===== src/rtl/bnn_seq.sv =====
// BNN layer sequencer: a bus initiator that walks the accelerator's command
// port through ini, row-wise acc, pool, norm/norm8 and a final activation
// read, then captures the 32 activation bits.
module bnn_seq #(
    parameter int ROW_W  = 10,
    parameter int POOL_W = 4,
    parameter int DRAIN  = 1
) (
    input  logic              clk,
    input  logic              rst,
    input  logic              start,
    input  logic [ROW_W-1:0]  row_base,
    input  logic [ROW_W-1:0]  n_rows,
    input  logic [POOL_W-1:0] n_pool,
    input  logic [ROW_W-1:0]  norm_row,
    input  logic              norm8_en,
    input  logic [15:0]       ini_val,
    output logic              busy,
    output logic              done,
    output logic [31:0]       activ,
    output logic              b_req,
    output logic              p_we,
    output logic [3:0]        p_be,
    output logic [31:0]       p_addr,
    output logic [31:0]       p_wdata,
    input  logic              p_gnt,
    input  logic [31:0]       p_rdata
);

    typedef enum logic [3:0] {
        S_IDLE, S_INI, S_ACC, S_POOL, S_NORM, S_NORM8,
        S_DRAIN, S_READ, S_RWAIT, S_CAPT
    } state_t;

    state_t            state_r, state_s;
    logic [ROW_W-1:0]  row_ptr_r, row_ptr_s;
    logic [ROW_W-1:0]  row_cnt_r, row_cnt_s;
    logic [POOL_W-1:0] pool_cnt_r, pool_cnt_s;
    logic [7:0]        drain_cnt_r, drain_cnt_s;
    logic [ROW_W-1:0]  n_rows_r, n_rows_s;
    logic [ROW_W-1:0]  norm_row_r, norm_row_s;
    logic              norm8_en_r, norm8_en_s;
    logic [15:0]       ini_val_r, ini_val_s;
    logic [ROW_W-1:0]  norm8_row_s;
    logic              req_s;
    logic [3:0]        be_s;
    logic [31:0]       addr_s;
    logic [31:0]       wdata_s;

    // The accelerator's data port is only ever written through commands.
    assign p_we = 1'b0;

    // Next-state and counter update; every bus state waits for its grant.
    always_comb begin
        state_s     = state_r;
        row_ptr_s   = row_ptr_r;
        row_cnt_s   = row_cnt_r;
        pool_cnt_s  = pool_cnt_r;
        drain_cnt_s = drain_cnt_r;
        n_rows_s    = n_rows_r;
        norm_row_s  = norm_row_r;
        norm8_en_s  = norm8_en_r;
        ini_val_s   = ini_val_r;
        case (state_r)
            S_IDLE: begin
                if (start) begin
                    row_ptr_s  = row_base;
                    row_cnt_s  = n_rows;
                    pool_cnt_s = n_pool;
                    n_rows_s   = n_rows;
                    norm_row_s = norm_row;
                    norm8_en_s = norm8_en;
                    ini_val_s  = ini_val;
                    if ((n_rows == {ROW_W{1'b0}}) || (n_pool == {POOL_W{1'b0}})) begin
                        state_s = S_CAPT;
                    end else begin
                        state_s = S_INI;
                    end
                end else begin
                    state_s = S_IDLE;
                end
            end
            S_INI: begin
                if (p_gnt) state_s = S_ACC;
                else       state_s = S_INI;
            end
            S_ACC: begin
                if (p_gnt) begin
                    row_ptr_s = row_ptr_r + ROW_W'(1);
                    if (row_cnt_r == ROW_W'(1)) begin
                        state_s    = S_POOL;
                        row_cnt_s  = n_rows_r;
                        pool_cnt_s = pool_cnt_r - POOL_W'(1);
                    end else begin
                        row_cnt_s  = row_cnt_r - ROW_W'(1);
                    end
                end else begin
                    state_s = S_ACC;
                end
            end
            S_POOL: begin
                if (p_gnt) begin
                    if (pool_cnt_r == {POOL_W{1'b0}}) state_s = S_NORM;
                    else                               state_s = S_ACC;
                end else begin
                    state_s = S_POOL;
                end
            end
            S_NORM: begin
                if (p_gnt) begin
                    drain_cnt_s = 8'(DRAIN - 1);
                    if (norm8_en_r) state_s = S_NORM8;
                    else            state_s = S_DRAIN;
                end else begin
                    state_s = S_NORM;
                end
            end
            S_NORM8: begin
                if (p_gnt) begin
                    drain_cnt_s = 8'(DRAIN - 1);
                    state_s     = S_DRAIN;
                end else begin
                    state_s = S_NORM8;
                end
            end
            S_DRAIN: begin
                if (drain_cnt_r == 8'd0) state_s = S_READ;
                else                     drain_cnt_s = drain_cnt_r - 8'd1;
            end
            S_READ: begin
                if (p_gnt) state_s = S_RWAIT;
                else       state_s = S_READ;
            end
            S_RWAIT: state_s = S_CAPT;
            S_CAPT:  state_s = S_IDLE;
            default: state_s = S_IDLE;
        endcase
    end

    assign norm8_row_s = norm_row_s + ROW_W'(1);

    // Encode the command for the state being entered so the bus is registered.
    always_comb begin
        req_s   = 1'b0;
        be_s    = 4'h0;
        addr_s  = 32'h0;
        wdata_s = 32'h0;
        case (state_s)
            S_INI: begin
                req_s = 1'b1; be_s = 4'hF; addr_s = 32'h0000_1000;
                wdata_s = {16'h0000, ini_val_s};
            end
            S_ACC: begin
                req_s = 1'b1; be_s = 4'hF;
                addr_s = {{(30-ROW_W){1'b0}}, row_ptr_s, 2'b00};
            end
            S_POOL: begin
                req_s = 1'b1; be_s = 4'hF; addr_s = 32'h0000_1004;
                wdata_s = {16'h0000, ini_val_s};
            end
            S_NORM: begin
                req_s = 1'b1; be_s = 4'b1011;
                addr_s = {{(30-ROW_W){1'b0}}, norm_row_s, 2'b00};
            end
            S_NORM8: begin
                req_s = 1'b1; be_s = 4'b1001;
                addr_s = {{(30-ROW_W){1'b0}}, norm8_row_s, 2'b00};
            end
            S_READ: begin
                req_s = 1'b1; be_s = 4'hF; addr_s = 32'h0000_100C;
            end
            default: begin
                req_s = 1'b0;
            end
        endcase
    end

    // State, counters, latched operands and all outputs.
    always_ff @(posedge clk or posedge rst) begin
        if (rst) begin
            state_r     <= S_IDLE;
            row_ptr_r   <= {ROW_W{1'b0}};
            row_cnt_r   <= {ROW_W{1'b0}};
            pool_cnt_r  <= {POOL_W{1'b0}};
            drain_cnt_r <= 8'd0;
            n_rows_r    <= {ROW_W{1'b0}};
            norm_row_r  <= {ROW_W{1'b0}};
            norm8_en_r  <= 1'b0;
            ini_val_r   <= 16'h0000;
            b_req       <= 1'b0;
            p_be        <= 4'h0;
            p_addr      <= 32'h0;
            p_wdata     <= 32'h0;
            busy        <= 1'b0;
            done        <= 1'b0;
            activ       <= 32'h0;
        end else begin
            state_r     <= state_s;
            row_ptr_r   <= row_ptr_s;
            row_cnt_r   <= row_cnt_s;
            pool_cnt_r  <= pool_cnt_s;
            drain_cnt_r <= drain_cnt_s;
            n_rows_r    <= n_rows_s;
            norm_row_r  <= norm_row_s;
            norm8_en_r  <= norm8_en_s;
            ini_val_r   <= ini_val_s;
            b_req       <= req_s;
            p_be        <= be_s;
            p_addr      <= addr_s;
            p_wdata     <= wdata_s;
            busy        <= (state_s != S_IDLE);
            done        <= (state_s == S_CAPT);
            if (state_r == S_RWAIT) activ <= p_rdata;
            else                    activ <= activ;
        end
    end

endmodule


===== config.mk =====
export PLATFORM = sky130hd
export DESIGN_NAME = bnn_seq
export DESIGN_NICKNAME = d
export VERILOG_FILES = /design/src/rtl/bnn_seq.sv
export SDC_FILE = /design/constraint.sdc
export NUM_CORES = 1
export LEC_CHECK = 0
export BUFFER_PORTS_ARGS = -buffer_cell sky130_fd_sc_hd__buf_2
export CORE_UTILIZATION = 55
export DETAILED_ROUTE_END_ITERATION = 16
export GPL_ROUTABILITY_DRIVEN = 1
export PLACE_DENSITY = 0.83
export SYNTH_ARGS = -nofsm -noshare
export SYNTH_HDL_FRONTEND = slang
export SYNTH_SLANG_ARGS = --single-unit

===== constraint.sdc =====
create_clock -name clk -period 9.8 [get_ports clk]
set_input_delay 1.96 -clock clk [delete_from_list [all_inputs] [get_ports clk]]
set_output_delay 1.96 -clock clk [all_outputs]
set_load 0.02 [all_outputs]

# Word level (Yosys, flattened, before mapping)
# Index checks and enable logic that the tools add are counted.
[classes]
n_eq_ne = 21
mux = 35
reduce_logical = 17
add_sub_neg = 5
[ops]
columns = ["cell", "n"]
rows = [
  ["13-bit case mux with 6 select lines", 1],
  ["10-bit two-way mux", 7],
  ["16-bit two-way mux", 3],
  ["4-bit two-way mux", 11],
  ["10-bit case mux with 2 select lines", 2],
  ["4-bit case mux with 9 select lines", 1],
  ["4-bit by 3-bit equality test with 1-bit output, second input constant", 7],
  ["10-bit by 1-bit adder with 10-bit output, second input constant", 2],
  ["4-bit by 2-bit equality test with 1-bit output, second input constant", 4],
  ["8-bit two-way mux", 2],
  ["8-bit case mux with 2 select lines", 1],
  ["4-bit logical NOT", 3],
  ["4-bit case mux with 3 select lines", 1],
  ["10-bit by 1-bit equality test with 1-bit output, second input constant", 1],
  ["10-bit logical NOT", 1],
  ["10-bit by 1-bit subtractor with 10-bit output, second input constant", 1],
  ["4-bit by 1-bit equality test with 1-bit output, second input constant", 2],
  ["4-bit equality test, second input constant", 2],
  ["8-bit logical NOT", 1],
  ["2-bit != test, second input constant", 4],
  ["4-bit case mux with 2 select lines", 1],
  ["8-bit by 1-bit subtractor with 8-bit output, second input constant", 1],
  ["2-bit two-way mux", 3],
  ["3-bit AND reduction", 2],
  ["12 further kinds", 14],
]
[word_totals]
elab_cells = 94
out_inout_bits = 104
ff_bits = 176
input_bits = 87

# Logic depth before layout (Yosys ltp)
[logic_depth]
depth_word = 8
ltp_mapped = 9

# Least setup slack after synthesis
# OpenSTA, ideal clock, no wires.
[synth_timing]
path_kind = "in2reg"
from = "input start"
to = "register p_addr[8]"
t_arrival_ns = 3.784
path_slack_ns = 5.920
setup_ns = 0.095
path_stages = 9
required_time_ns = 9.705
path_cell_list = "clkbuf_1 > nand2b_1 > nor2_8 > buf_4 > mux2_2 > ha_1 > nand2_1 > and3b_1 > o31ai_1"
[synth_between]
elab_chain_cells = 4
word_cells_on_any_way = 14
[synth_rtl]
columns = ["item", "line", "source"]
rows = [
  ["start, declared", "11", "input logic start,"],
  ["10-bit two-way mux", "66", "if (start) begin"],
  ["10-bit two-way mux", "64", "case (state_r)"],
  ["net norm_row_s[0]", "41", "logic [ROW_W-1:0] norm_row_r, norm_row_s;"],
  ["10-bit by 1-bit adder with 10-bit output", "140", "assign norm8_row_s = norm_row_s + ROW_W'(1);"],
  ["13-bit case mux with 6 select lines", "148", "case (state_s)"],
  ["net addr_s[8]", "47", "logic [31:0] addr_s;"],
  ["end signal, assigned", "209", "p_addr <= addr_s;"],
  ["end, declared", "24", "output logic [31:0] p_addr,"],
]
# The timed path passes the listed nets, and every way through them passes these cells.
# A chain may end at the register's enable or synchronous reset.

# Worst setup path in the final report
# Ends and elaborated chain as after synthesis.

==> results.cfg <==
[status]
status = finished clean

[floorplanning]
core_area_mm2 = 0.0121
ios = 191
die_area_mm2 = 0.0130
die_y_um = 114
die_x_um = 114
num_rows = 40
start_util_pct = 57.0

[clock_network]
hold_buffers = 0
clock-sinks = 138
cts_root_buf = clkbuf_16
clk_pin_slew_worst_paths_ns = 0.06
ctsHtreeMaxLevel = 4
clk_path_buf_depth = 2
cts_tree = yes
post-cts-setup-buffers = 0
cts_resized = 0
numCtsBuffers = 17
clk_latency_ns = 0.41

[power]
p_sw_share_pct = 38.6
p_switching_w = 0.000922
max-vdd-ir-drop_uv = 145
p_per_area_mw_per_mm2 = 291
p_seq_share_pct = 38.0
p_int_w = 0.00146
power_frac_comb_pct = 34.5
p_leak_nw = 4.22
power_frac_clock_pct = 27.5

[grt]
grt_pass1_vias = 5165
grt_first_pass_wirelength_mm = 25.5
antenna_found_initial = 0
grt.total_usage_pct = 25.1
grt_start_max_net_pins = 72
grt-ovfl-total = 0

[yosys]
synthArstFlopShare_pct = 100
syn_area_mm2 = 0.00691
synth_flop_cell = dfrtp_1
synthCells = 701
synthTopCellsByArea = dfrtp_1, nand2_1, mux2_2
yosysWarnings = 0
synth_top_area_share_pct = 50.0
post_synth_num_cell_types = 68
seq_area_frac_synth_pct = 50.0
synth-seq-cells = 138
avgSynthCellArea_um2 = 9.85
synth_enable_flop_cells = 0
synth_top_cell_by_area = dfrtp_1

[sta]
slew_violations = 0
layout_min_cycle_time_ns = 4.05
setup_viol = 0
max_freq_mhz = 247
setup_tns_ns = 0
skew_ns = 0.0107
timing.slew.headroom_pct = 31.5
period_share_pct = 41.3
hold_viol = 0
worstMarginPinSlew_ns = 1.02
rsz0062_at_grt = no

[detailed_routing]
wl_per_cell_um = 15.2
dr.pass1.iters = 5
drtAntennaViolNets = 0
routed_wl_mm = 15.5
vias = 5577
drt-vias-per-instance = 5.46
drt_iter0_drc = 430
drc_errors = 0

[finish]
fillerInstances = 909
fin_util_pct = 67.7
diodes = 0
final_cell_mix = buf_2, nand2_1, dfrtp_1, nor2_1, conb_1
num-nets-final = 934
drive_gt1_share_pct = 29.3
area_growth_pct = 18.7
final_common_cell = buf_2

[critical_path]
start_kind = input pin
arrival_ns = 4.35
cp_max_fo = 43
critical-path-max-stage-delay_ns = 0.52
cp_slowest_cell = nor2_8
crit_path_end_kind = flip-flop
worstPathCellList = buf_2, nand2b_1, nor2_8, mux2_2, ha_1, nand2_1, and3b_1, o31ai_1
r2r_cells = 8
worstPathRequired_ns = 10.10
worst-path-buf-inv = 1
crit_type = in2reg
cp_num_cells = 8
critical_path.top_delay_family = simple AND/OR/NAND/NOR gates

[placement]
gp_congestion = 0.893
hpwlAfterDp_mm = 10.3
portBuffers = 152

[flow_run]
drv_cap = 0

[min_path]
hold_path.class = reg2reg
holdPathStages = 2
-- through the flow --
stage / cells / power (W) / hold WS (ns) / setup WS (ns) / cell area (µm²)
2_1_floorplan: 738 / 0.00153 / 0.435 / 4.14 / 7040
3_3_place_gp: 989 / 0.00169 / 0.450 / 5.51 / 7580
3_5_place_dp: 989 / 0.00171 / 0.454 / 5.44 / 7580
4_1_cts: 1021 / 0.00239 / 0.469 / 5.78 / 8190
5_1_grt: 1021 / 0.00254 / 0.497 / 5.61 / 8190
6_report: 1021 / 0.00239 / 0.468 / 5.75 / 8190
-- flip-flops by register name, indices dropped and copies added (netlist names), 4 cells and up --
name,cells
activ,32
ini_val_r,16
p_wdata,16
p_addr,11
n_rows_r,10
norm_row_r,10
row_cnt_r,10
row_ptr_r,10
drain_cnt_r,8
pool_cnt_r,4
state_r,4
-- layout make-up --
class                   instances  area, µm²  share of cell area (%)
multi-input cells             511       3050                    37.3
well taps                     168        210                    2.57
clock inverters                13        156                    1.91
repair buffers                157        798                    9.74
flip-flops and latches        138       3450                    42.1
clock buffers                  19        453                    5.53
inverters                      15       68.8                   0.840
-- power groups by stage --
stage / sequential [W] / combinational, W / clock (W)
3_3_place_gp: 0.000903 / 0.000782 / 0
3_5_place_dp: 0.000907 / 0.000807 / 0
2_1_floorplan: 0.000931 / 0.000595 / 0
6_report: 0.000907 / 0.000823 / 0.000657
4_1_cts: 0.000904 / 0.000820 / 0.000663
5_1_grt: 0.000931 / 0.000917 / 0.000696
-- worst paths after layout --
| check | startpoint | end | slack [ns] |
|---|---|---|---|
| setup / recovery | start | p_addr[8] | 5.75 |
| hold reg to reg | ini_val_r[14] | ini_val_r[14] | 0.47 |
| max in group asynchronous | rst | ini_val_r[2] | 6.91 |
| setup reg to reg | state_r[1] | p_addr[8] | 6.71 |
| min in group asynchronous | rst | row_ptr_r[7] | 1.63 |
| hold / removal | ini_val_r[14] | ini_val_r[14] | 0.47 |
-- synthesized netlist by cell type, drive strengths merged, types with 5 or more instances --
cell type and instances:
nand2 141, dfrtp 138, buf 57, nor2 53, mux2 36, a21oi 29, o21ai 29, and3 23
nand3 20, a31oi 17, clkbuf 17, inv 15, xor2 11, nor3 9, o22ai 9, ha 7
mux2i 7, nor4 7, nand2b 6, nand4 6, xnor2 6, a211oi 5, o31ai 5
-- routing by layer --
metal	GRT usage, %	share of wire [%]
met5	0	0
met4	11.1	2.7
met3	5.93	7.8
met2	39.6	47
met1	33.2	42
-- tightest hold or removal path: stages, from the launching register on --
cell and delay [ns]:
dfrtp_1 0.32, nand2_1 0.04, nand2_1 0.07
-- cell families (layout without fill, tap and decap cells) --
kind of cell	count (synthesis)	in the layout	synth area share [%]
AO/OA/AOI/OAI	117	117	11.0
XOR/XNOR	17	17	2.16
adder cells (fa/ha/maj)	7	7	1.27
buffers and inverters	89	204	7.90
flip-flops	138	138	50.0
multiplexers	43	43	6.94
other	1	38	0.0543
AND/OR/NAND/NOR	289	289	20.7
Power figures use the tool's default switching activity.
